### config.mk
export PLATFORM = sky130hd
export DESIGN_NAME = wdg_wb_initiator
export DESIGN_NICKNAME = d
export VERILOG_FILES = /design/src/rtl/wdg_pkg.sv /design/src/rtl/wdg_wb_timeout.sv /design/src/rtl/wdg_wb_initiator.sv
export SDC_FILE = /design/constraint.sdc
export NUM_CORES = 1
export LEC_CHECK = 0
export CAP_MARGIN = 10
export CORE_MARGIN = 5
export CORE_UTILIZATION = 30
export DETAILED_ROUTE_END_ITERATION = 8
export GPL_TIMING_DRIVEN = 1
export MAX_ROUTING_LAYER = met4
export PLACE_DENSITY = 0.58
export SYNTH_ARGS = -nofsm -noshare
export SYNTH_HDL_FRONTEND = slang
export SYNTH_SLANG_ARGS = --single-unit
### constraint.sdc
create_clock -name clk -period 2.25 [get_ports clk]
set_input_delay 0.45 -clock clk [delete_from_list [all_inputs] [get_ports clk]]
set_output_delay 0.45 -clock clk [all_outputs]
set_load 0.1 [all_outputs]
### src/rtl/wdg_pkg.sv
// Shared types and watchdog register map for the watchdog Wishbone initiator
// and anything else that talks to the watchdog register file.
package wdg_pkg;

    typedef enum logic [2:0] {
        IDLE,
        REQ,
        WAIT,
        GAP,
        RESP
    } wb_state_e;

    localparam logic [1:0] WDCSR_ADR = 2'd0;
    localparam logic [1:0] WDCNT_ADR = 2'd1;

    // WDCSR field positions
    localparam int WDCSR_WDEN_BIT   = 0;
    localparam int WDCSR_S1WTO_BIT  = 2;
    localparam int WDCSR_S2WTO_BIT  = 3;
    localparam int WDCSR_WTOCNT_LSB = 4;
    localparam int WDCSR_WTOCNT_MSB = 13;

endpackage

### src/rtl/wdg_wb_timeout.sv
// Loadable saturating up-counter with synchronous clear and an equal-to-limit
// flag; used to bound how long the initiator waits for a slave response.
module wdg_wb_timeout
    import wdg_pkg::*;
#(
    parameter int LIMIT = 255,
    parameter int CNT_W = $clog2(LIMIT + 1)
) (
    input  logic             clk,
    input  logic             res_n,
    input  logic             i_clr,
    input  logic             i_load,
    input  logic [CNT_W-1:0] i_load_val,
    input  logic             i_inc,
    output logic             o_eq
);

    logic [CNT_W-1:0] cnt_q;
    logic [CNT_W-1:0] cnt_d;

    always_comb begin
        cnt_d = cnt_q;
        if (i_clr) begin
            cnt_d = '0;
        end else if (i_load) begin
            cnt_d = i_load_val;
        end else if (i_inc && (cnt_q != {CNT_W{1'b1}})) begin
            cnt_d = cnt_q + 1'b1;
        end
    end

    always_ff @(posedge clk or negedge res_n) begin
        if (!res_n) begin
            cnt_q <= '0;
        end else begin
            cnt_q <= cnt_d;
        end
    end

    assign o_eq = (cnt_q == CNT_W'(LIMIT));

endmodule

### src/rtl/wdg_wb_initiator.sv
// Single-outstanding Wishbone pipelined initiator: one bus transaction per
// command, with stall handling, bounded retry on rty and a response timeout.
module wdg_wb_initiator
    import wdg_pkg::*;
#(
    parameter int ADDRESS_WIDTH  = 2,
    parameter int DATA_WIDTH     = 32,
    parameter int TIMEOUT_CYCLES = 255,
    parameter int MAX_RETRY      = 3,
    localparam int SEL_WIDTH     = DATA_WIDTH / 8
) (
    input  logic                     clk,
    input  logic                     res_n,
    input  logic                     i_cmd_valid,
    output logic                     o_cmd_ready,
    input  logic                     i_cmd_we,
    input  logic [ADDRESS_WIDTH-1:0] i_cmd_adr,
    input  logic [DATA_WIDTH-1:0]    i_cmd_dat,
    input  logic [SEL_WIDTH-1:0]     i_cmd_sel,
    output logic                     o_rsp_valid,
    input  logic                     i_rsp_ready,
    output logic [DATA_WIDTH-1:0]    o_rsp_dat,
    output logic                     o_rsp_err,
    output logic                     o_rsp_timeout,
    output logic                     o_wb_cyc,
    output logic                     o_wb_stb,
    output logic                     o_wb_we,
    output logic [ADDRESS_WIDTH-1:0] o_wb_adr,
    output logic [DATA_WIDTH-1:0]    o_wb_dat,
    output logic [SEL_WIDTH-1:0]     o_wb_sel,
    input  logic                     i_wb_stall,
    input  logic                     i_wb_ack,
    input  logic                     i_wb_err,
    input  logic                     i_wb_rty,
    input  logic [DATA_WIDTH-1:0]    i_wb_dat
);

    wb_state_e state_q, state_d;

    logic                     cmd_we_q,  cmd_we_d;
    logic [ADDRESS_WIDTH-1:0] cmd_adr_q, cmd_adr_d;
    logic [DATA_WIDTH-1:0]    cmd_dat_q, cmd_dat_d;
    logic [SEL_WIDTH-1:0]     cmd_sel_q, cmd_sel_d;
    logic [3:0]               retry_q,   retry_d;
    logic [DATA_WIDTH-1:0]    rsp_dat_q, rsp_dat_d;
    logic                     rsp_err_q, rsp_err_d;
    logic                     rsp_to_q,  rsp_to_d;

    logic                     cyc_d, stb_d, we_d, rsp_valid_d;
    logic [ADDRESS_WIDTH-1:0] adr_d;
    logic [DATA_WIDTH-1:0]    wdat_d;
    logic [SEL_WIDTH-1:0]     sel_d;
    logic                     to_eq;

    // Counter restarts on every (re)issue so each attempt gets the full budget
    wdg_wb_timeout #(
        .LIMIT(TIMEOUT_CYCLES)
    ) u_timeout (
        .clk       (clk),
        .res_n     (res_n),
        .i_clr     ((state_d == REQ) && (state_q != REQ)),
        .i_load    (1'b0),
        .i_load_val('0),
        .i_inc     (state_q == WAIT),
        .o_eq      (to_eq)
    );

    always_ff @(posedge clk or negedge res_n) begin
        if (!res_n) begin
            state_q <= IDLE;
            retry_q <= '0;
        end else begin
            state_q <= state_d;
            retry_q <= retry_d;
        end
    end

    // Latched command carries data only; state decides when it is visible
    always_ff @(posedge clk) begin
        cmd_we_q  <= cmd_we_d;
        cmd_adr_q <= cmd_adr_d;
        cmd_dat_q <= cmd_dat_d;
        cmd_sel_q <= cmd_sel_d;
    end

    always_comb begin
        state_d   = state_q;
        cmd_we_d  = cmd_we_q;
        cmd_adr_d = cmd_adr_q;
        cmd_dat_d = cmd_dat_q;
        cmd_sel_d = cmd_sel_q;
        retry_d   = retry_q;
        rsp_dat_d = rsp_dat_q;
        rsp_err_d = rsp_err_q;
        rsp_to_d  = rsp_to_q;
        case (state_q)
            IDLE: begin
                if (i_cmd_valid) begin
                    cmd_we_d  = i_cmd_we;
                    cmd_adr_d = i_cmd_adr;
                    cmd_dat_d = i_cmd_dat;
                    cmd_sel_d = i_cmd_sel;
                    retry_d   = '0;
                    rsp_dat_d = '0;
                    rsp_err_d = 1'b0;
                    rsp_to_d  = 1'b0;
                    state_d   = REQ;
                end
            end
            REQ: begin
                if (!i_wb_stall) state_d = WAIT;
            end
            WAIT: begin
                // err > rty > ack > timeout
                if (i_wb_err) begin
                    rsp_err_d = 1'b1;
                    state_d   = RESP;
                end else if (i_wb_rty) begin
                    if (retry_q < 4'(MAX_RETRY)) begin
                        retry_d = retry_q + 4'd1;
                        state_d = GAP;
                    end else begin
                        rsp_err_d = 1'b1;
                        state_d   = RESP;
                    end
                end else if (i_wb_ack) begin
                    if (!cmd_we_q) rsp_dat_d = i_wb_dat;
                    state_d = RESP;
                end else if (to_eq) begin
                    rsp_err_d = 1'b1;
                    rsp_to_d  = 1'b1;
                    state_d   = RESP;
                end
            end
            GAP:  state_d = REQ;
            RESP: begin
                if (i_rsp_ready) state_d = IDLE;
            end
            default: state_d = IDLE;
        endcase
    end

    always_comb begin
        cyc_d       = (state_d == REQ) || (state_d == WAIT);
        stb_d       = (state_d == REQ);
        we_d        = cyc_d ? cmd_we_d  : 1'b0;
        adr_d       = cyc_d ? cmd_adr_d : '0;
        sel_d       = cyc_d ? cmd_sel_d : '0;
        wdat_d      = (cyc_d && cmd_we_d) ? cmd_dat_d : '0;
        rsp_valid_d = (state_d == RESP);
    end

    always_ff @(posedge clk or negedge res_n) begin
        if (!res_n) begin
            o_wb_cyc    <= 1'b0;
            o_wb_stb    <= 1'b0;
            o_wb_we     <= 1'b0;
            o_wb_adr    <= '0;
            o_wb_sel    <= '0;
            o_wb_dat    <= '0;
            o_rsp_valid <= 1'b0;
            rsp_dat_q   <= '0;
            rsp_err_q   <= 1'b0;
            rsp_to_q    <= 1'b0;
        end else begin
            o_wb_cyc    <= cyc_d;
            o_wb_stb    <= stb_d;
            o_wb_we     <= we_d;
            o_wb_adr    <= adr_d;
            o_wb_sel    <= sel_d;
            o_wb_dat    <= wdat_d;
            o_rsp_valid <= rsp_valid_d;
            rsp_dat_q   <= rsp_dat_d;
            rsp_err_q   <= rsp_err_d;
            rsp_to_q    <= rsp_to_d;
        end
    end

    assign o_cmd_ready   = (state_q == IDLE);
    assign o_rsp_dat     = rsp_dat_q;
    assign o_rsp_err     = rsp_err_q;
    assign o_rsp_timeout = rsp_to_q;

endmodule
Yosys cells after proc, flatten, opt, wreduce, memory -nomap -nowiden
Index checks and enable logic that the tools add are counted.
{"block": "word_totals", "reg_bits": 130, "latch_bits": 0, "ramBits": 0, "romBits": 0, "inputBits": 79, "out_inout_bits": 77, "word_cells": 97, "n_memories": 0}
{"block": "op_classes", "add_sub_neg": 2, "mul": 0, "div": 0, "magnitude_cmp": 1, "n_eq_ne": 22, "shifts": 0, "n_mux": 44, "n_bitwise": 0, "reduce_logical": 11}
{"cell": "$mux 32", "n": 8}
{"cell": "$pmux 32 s2", "n": 1}
{"cell": "$mux 4", "n": 7}
{"cell": "$mux 3", "n": 8}
{"cell": "$ne 2x2->1 const B", "n": 9}
{"cell": "$mux 8", "n": 2}
{"cell": "$pmux 3 s5", "n": 1}
{"cell": "$ne 4x4->1 const B", "n": 3}
{"cell": "$reduce_and 6->1", "n": 2}
{"cell": "$mux 1", "n": 11}
{"cell": "$reduce_and 5->1", "n": 2}
{"cell": "$eq 3x2->1 const B", "n": 3}
{"cell": "$add 8x1->8 const B", "n": 1}
{"cell": "$eq 8x8->1 const B", "n": 1}
{"cell": "$ne 8x8->1 const B", "n": 1}
{"cell": "$pmux 4 s2", "n": 1}
{"cell": "$eq 3x1->1 const B", "n": 2}
{"cell": "$eq 3x3->1 const B", "n": 2}
{"cell": "$mux 2", "n": 3}
{"cell": "$add 4x1->4 const B", "n": 1}
{"cell": "$lt 4x2->1 const B", "n": 1}
{"cell": "$pmux 1 s2", "n": 2}
{"cell": "$reduce_bool 2->1", "n": 2}
{"cell": "$logic_and 1x1->1", "n": 3}
{"cell": "3 further kinds", "n": 3}

Depth between registers and ports, before layout
{"block": "logic_depth", "word_depth": 10, "mapped_depth": 8, "ltp_nobuf": 6}

By module
From an unflattened synthesis, not the netlist that was laid out.
{"block": "hier_totals", "cells_unflattened": 422, "hier_area_um2": 4974.8}
{"mod": "wdg_wb_initiator", "n_inst": 1, "cells_each": 367, "area_per_inst_um2": 4426.7, "seq_area_each_um2": 2857.7}
{"mod": "wdg_wb_timeout", "n_inst": 1, "cells_each": 55, "area_per_inst_um2": 548.0, "seq_area_each_um2": 200.2}

Worst setup path after synthesis
Ideal clock, no wire load.
{"block": "synth_path", "path_kind": "register to output", "from": "register state_q[1]", "to": "output port o_cmd_ready", "arrival_time_ns": 2.599, "required_time_ns": 1.800, "path_slack_ns": -0.799, "stages_incl_launch_ff": 3, "n_path_buf": 1, "path_cell_list": "dfrtp_1 -> buf_2 -> nor3_1"}
{"block": "synth_via", "elab_chain_len": 1}
{"item": "from (decl)", "line": "wdg_wb_initiator.sv:38", "source": "wb_state_e state_q, state_d;"}
{"item": "from (signal assigned)", "line": "wdg_wb_initiator.sv:73", "source": "state_q <= state_d;"}
{"item": "$logic_not 3->1", "line": "wdg_wb_initiator.sv:179", "source": "assign o_cmd_ready = (state_q == IDLE);"}
{"item": "to (decl)", "line": "wdg_wb_initiator.sv:15", "source": "output logic o_cmd_ready,"}
No other way between the ends.

Worst setup path in the final report
{"block": "layout_path", "from": "register retry_q[0]", "to": "register o_wb_dat[8]"}
{"block": "layout_via", "elab_chain_len": 9, "word_cells_on_any_way": 10, "cone_classes": "1 x order compare; 2 x eq/ne; 5 x mux; 2 x reduce/logical"}
{"item": "from (decl)", "line": "wdg_wb_initiator.sv:44", "source": "logic [3:0] retry_q, retry_d;"}
{"item": "from (signal assigned)", "line": "wdg_wb_initiator.sv:74", "source": "retry_q <= retry_d;"}
{"item": "$lt 4x2->1 *", "line": "wdg_wb_initiator.sv:119", "source": "if (retry_q < 4'(MAX_RETRY)) begin"}
{"item": "$mux 3 *", "line": "wdg_wb_initiator.sv:119"}
{"item": "$mux 3 *", "line": "wdg_wb_initiator.sv:118", "source": "end else if (i_wb_rty) begin"}
{"item": "$mux 3 *", "line": "wdg_wb_initiator.sv:115", "source": "if (i_wb_err) begin"}
{"item": "$pmux 3 s5 *", "line": "wdg_wb_initiator.sv:96", "source": "case (state_q)"}
{"item": "net state_d[1]", "line": "wdg_wb_initiator.sv:38"}
{"item": "$eq 3x1->1 or $eq 3x2->1 (tied branches)", "line": "wdg_wb_initiator.sv:144", "source": "cyc_d = (state_d == REQ) || (state_d == WAIT);"}
{"item": "$logic_or 1x1->1 *", "line": "wdg_wb_initiator.sv:144"}
{"item": "$logic_and 1x1->1 *", "line": "wdg_wb_initiator.sv:149", "source": "wdat_d = (cyc_d && cmd_we_d) ? cmd_dat_d : '0;"}
{"item": "$mux 32 *", "line": "wdg_wb_initiator.sv:149"}
{"item": "net wdat_d[8]", "line": "wdg_wb_initiator.sv:51", "source": "logic [DATA_WIDTH-1:0] wdat_d;"}
{"item": "to (signal assigned)", "line": "wdg_wb_initiator.sv:171", "source": "o_wb_dat <= wdat_d;"}
{"item": "to (decl)", "line": "wdg_wb_initiator.sv:29", "source": "output logic [DATA_WIDTH-1:0] o_wb_dat,"}
Mark *: on every way through the listed nets, which the timed path passes. The rest lies on a longest branch.
A chain may end at the register's enable or synchronous reset.

==> results.env <==
MAXCAPVIOLCOUNT=0
ROUTED_VIA_COUNT=3647
CRITICAL-PATH-TOP-DELAY-FAMILY='compound AO/OA/AOI/OAI gates'
INSTANCES_NO_FILL=822
SYNTH_CELLS=417
CLKTRANSATPATHREGS_NS=0.06
WL_PER_CELL_UM=14.8
CP_NUM_CELLS=7
TIMING.CRITICAL_PATH.FROM_TYPE='register'
P_PER_AREA_nW_PER_UM2=1750
GLOBAL_ROUTE.OVERFLOW_TOTAL=0
MAXSLEWVIOLCOUNT=0
DPL.HPWL_MM=8.52
NFILLCELLS=1461
YS_DOMINANT_REG_CELL='dfrtp_1'
MAPPED_NETS=498
DETAIL_ROUTE.FIRST_PASS.ITERATIONS=4
WL_MET2_MM=5.73
ROUTEDLENGTHMET1_MM=4.87
ROW_COUNT=46
P_LEAK_nW=3.41
POSTSYNTHREGISTERBITS=130
FP.DIEW_UM=137
SYN_AREA_UM2=4820
GLOBAL_ROUTE_WIRE_LENGTH_BEFORE_REPAIR_MM=19.0
AREAGROWTHSYNTHTOFINISH_PCT=49.4
DESIGN.PORTCOUNT=156
FP.DIEAREA_UM2=18700
DRIVE_ABOVE_1_SHARE=0.294
CRIT_PATH_CELLS='ha_1 > or3_1 > a21oi_1 > a31o_2 > a41oi_4 > buf_4 > nor2b_1'
FINALCRITICALPERIOD_NS=2.07
FINCLKSKEW_NS=0.00854
SYNTH.DISTINCT_CELLS=41
POSTSYNTH.ASYNCRESETSHARE=0.700
SYNTH_TOP_CELLS_BY_AREA='dfrtp_1, dfxtp_1, mux2_2'
RSZ0062_AT_GRT='no'
WORST_R2R_PATH_DEPTH=7
STATUS='complete, no violations'
POSTSYNTHAREAPERCELL_UM2=11.6
NUMCTSBUFFERS=17
YOSYS_WARNINGS=0
INITIAL_STANDARD_CELL_UTILIZATION_OF_THE_CORE=0.304
SETUP_VIOL=0
PATH_CLASS='reg -> reg'
PATH_BUF_INV=1
GRT.TOTAL_USAGE=0.136
WORST-SLEW-PIN-TRANSITION_NS=0.624
CRIT_ARRIVAL_NS=2.41
WORST_SETUP_PATH_END_KIND='register'
DRC=0
CTS_TREE='built'
FIRST_GLOBAL_VIAS=3897
HTREEDEPTH=4
POST-CTS-SETUP-BUFFER-COUNT=0
CLOCK_SINKS=130
HOLD-PATH-CELL-COUNT=2
SLEW_HEADROOM=0.584
DIODES=0
TOPROUTINGLAYERUSED='met4'
REPORT.FINAL.HOLD_VIOL_COUNT=0
REQUIRED_NS=2.59
POWER.IR.VDD_WORST_mV=0.793
ROUTED_WIRELENGTH_MM=12.1
FINISH.NET_COUNT=674
PORT_BUFFERS=155
CLOCK.FMAX_MHz=483
CRIT_PATH_TOP_DELAY_CELL='or3_1'
DETAILEDROUTE.FIRSTITERATIONVIOLATIONS=92
SYNTH.YOSYS.SEQ_AREA_SHARE=0.635
DRTANTENNAVIOLNETS=0
FIN_SETUP_TNS_NS=0
UTILIZATION=0.455
FINALPOWER_mW=12.6
DIE_HEIGHT_UM=137
MIN-DELAY-PATH-CLASS='reg -> reg'
VIAS_PER_CELL=4.44
GRT_MAX_DEGREE=43
LAYOUT_WORST_PATH_CYCLE_SHARE=0.919
CLK_ROOT_BUFFER_CELL='clkbuf_16'
YOSYSTOPAREACELLSHARE=0.473
ANTENNA_FOUND_INITIAL=0
PLACE.GP.CONGESTION=0.830
SYNTH_LARGEST_AREA_CELL='dfrtp_1'
MAX_STAGE_DELAY_NS=0.41
CTS_BUFFER_DEPTH=2
CORE_AREA_UM2=15800
PLACED_CELLS=787
SYNTH-EDFF-COUNT=0
ROUTED_LENGTH_ON_MET3_MM=1.28
FINAL.HOLD.WORST_SLACK_NS=0.454
CLOCK_LATENCY_REPORTED_FOR_THE_LATE_SIDE_OF_THE_WORST_SKEW_PAIR_NS=0.42
TIMING.CRITICAL_PATH.FANOUT_MAX=9
## state kept, by name, summed over array words and instances, names as in the netlist, 2 cells and up
name	cells
cmd_dat_q	32
o_rsp_dat	32
o_wb_dat	32
u_timeout.cnt_q	8
cmd_sel_q	4
o_wb_sel	4
retry_q	4
state_q	3
cmd_adr_q	2
o_wb_adr	2
## where the power goes
group          total [mW]  internal, mW  leakage, nW  switching (mW)
combinational        6.29          1.75         1.55            4.53
clock                2.81          1.76        0.297            1.05
sequential           3.49          3.18         1.56           0.315
total                12.6          6.69         3.41            5.90
## worst min-delay path, cell delays in order, from the launching register on
cell and delay, ns:
dfxtp_1 0.31, mux2i_1 0.07, inv_1 0.05
## cells in the final DEF, fill, tap and decap left out, drive strengths merged, types with 2 or more instances in the layout
| master | netlist | final |
|---|---|---|
| dfxtp | 39 | 39 |
| or3b | 3 | 3 |
| nand3 | 34 | 34 |
| ha | 2 | 2 |
| bufinv | 0 | 3 |
| a21oi | 8 | 8 |
| mux2i | 5 | 5 |
| inv | 10 | 13 |
| xnor2 | 5 | 5 |
| clkbuf | 5 | 18 |
| nand2b | 2 | 2 |
| or2 | 2 | 3 |
| nor2 | 19 | 19 |
| nand2 | 70 | 70 |
| dfrtp | 91 | 91 |
| buf | 16 | 99 |
| or3 | 3 | 3 |
| nor3 | 6 | 6 |
| clkdlybuf4s50 | 0 | 77 |
| nor4b | 2 | 2 |
| mux2 | 35 | 35 |
| clkinv | 0 | 7 |
| nor4 | 2 | 2 |
| o21ai | 7 | 7 |
| a41oi | 2 | 2 |
| nor2b | 36 | 36 |
## synthesized netlist by cell type (all sizes together), types with 2 or more instances
cell	count
inv	10
clkbuf	5
o21ai	7
or2	2
dfxtp	39
nor3	6
nor4b	2
nor2b	36
nand2	70
nand2b	2
mux2i	5
or3	3
buf	16
nor2	19
a21oi	8
dfrtp	91
or3b	3
nor4	2
nand3	34
xnor2	5
mux2	35
ha	2
a41oi	2
## routing by layer
layer,GRT usage,up-vias
met4,0.0554,0
met5,-,-
met3,0.0607,18
li1,-,1739
met2,0.211,133
met1,0.152,1757
## metrics by stage
stage	worst slack [ns]	instance area, µm²
floorplan	0.0493	4820
global placement	-0.291	6540
detailed placement	-0.363	6540
CTS	0.0743	7160
global route	0.0592	7200
finish	0.181	7200
## path summary, 6_finish.rpt
check | endpoint | from | slack (ns)
setup reg to reg | o_wb_dat[8]$_DFF_PN0_ | retry_q[0]$_DFFE_PN0P_ | 0.18
setup / recovery | o_wb_dat[8]$_DFF_PN0_ | retry_q[0]$_DFFE_PN0P_ | 0.18
min in group asynchronous | o_wb_dat[7]$_DFF_PN0_ | res_n | 0.50
max in group asynchronous | o_rsp_dat[31]$_DFFE_PN0P_ | res_n | 1.11
hold / removal | cmd_sel_q[0]$_DFF_P_ | cmd_sel_q[0]$_DFF_P_ | 0.45
hold reg to reg | cmd_sel_q[0]$_DFF_P_ | cmd_sel_q[0]$_DFF_P_ | 0.45
## kinds of logic (layout without fill, tap and decap cells)
group | Yosys count | in the layout | share of synthesized area
xor gates and xnor gates | 6 | 6 | 0.0109
AOI/OAI and AO/OA | 23 | 23 | 0.0345
and+or+nand+nor | 185 | 186 | 0.189
muxes | 40 | 40 | 0.0922
adders and majority gates | 2 | 2 | 0.00519
DFF | 130 | 130 | 0.635
buffers and inverters | 31 | 219 | 0.0332
## final cells by class
class	count	area [µm²]	share of cell area
Clock inverter	14	180	0.0250
Sequential cell	130	3060	0.425
Tap cell	216	270	0.0375
Inverter	10	37.5	0.00521
Timing Repair Buffer	177	1580	0.220
Multi-Input combinational cell	257	1640	0.228
Clock buffer	18	429	0.0596
## repair_timing
| item | in CTS | in global routing |
|---|---|---|
| endpoints found under the hold margin | 27 | 0 |
| gates resized for setup | 1 | 3 |
| pin swaps | 0 | 1 |
| gates cloned | 0 | 1 |
| endpoints found under the setup margin | 13 | 33 |
| hold buffers | 1 | 0 |
No activity file was read; power rests on OpenSTA's default activity.
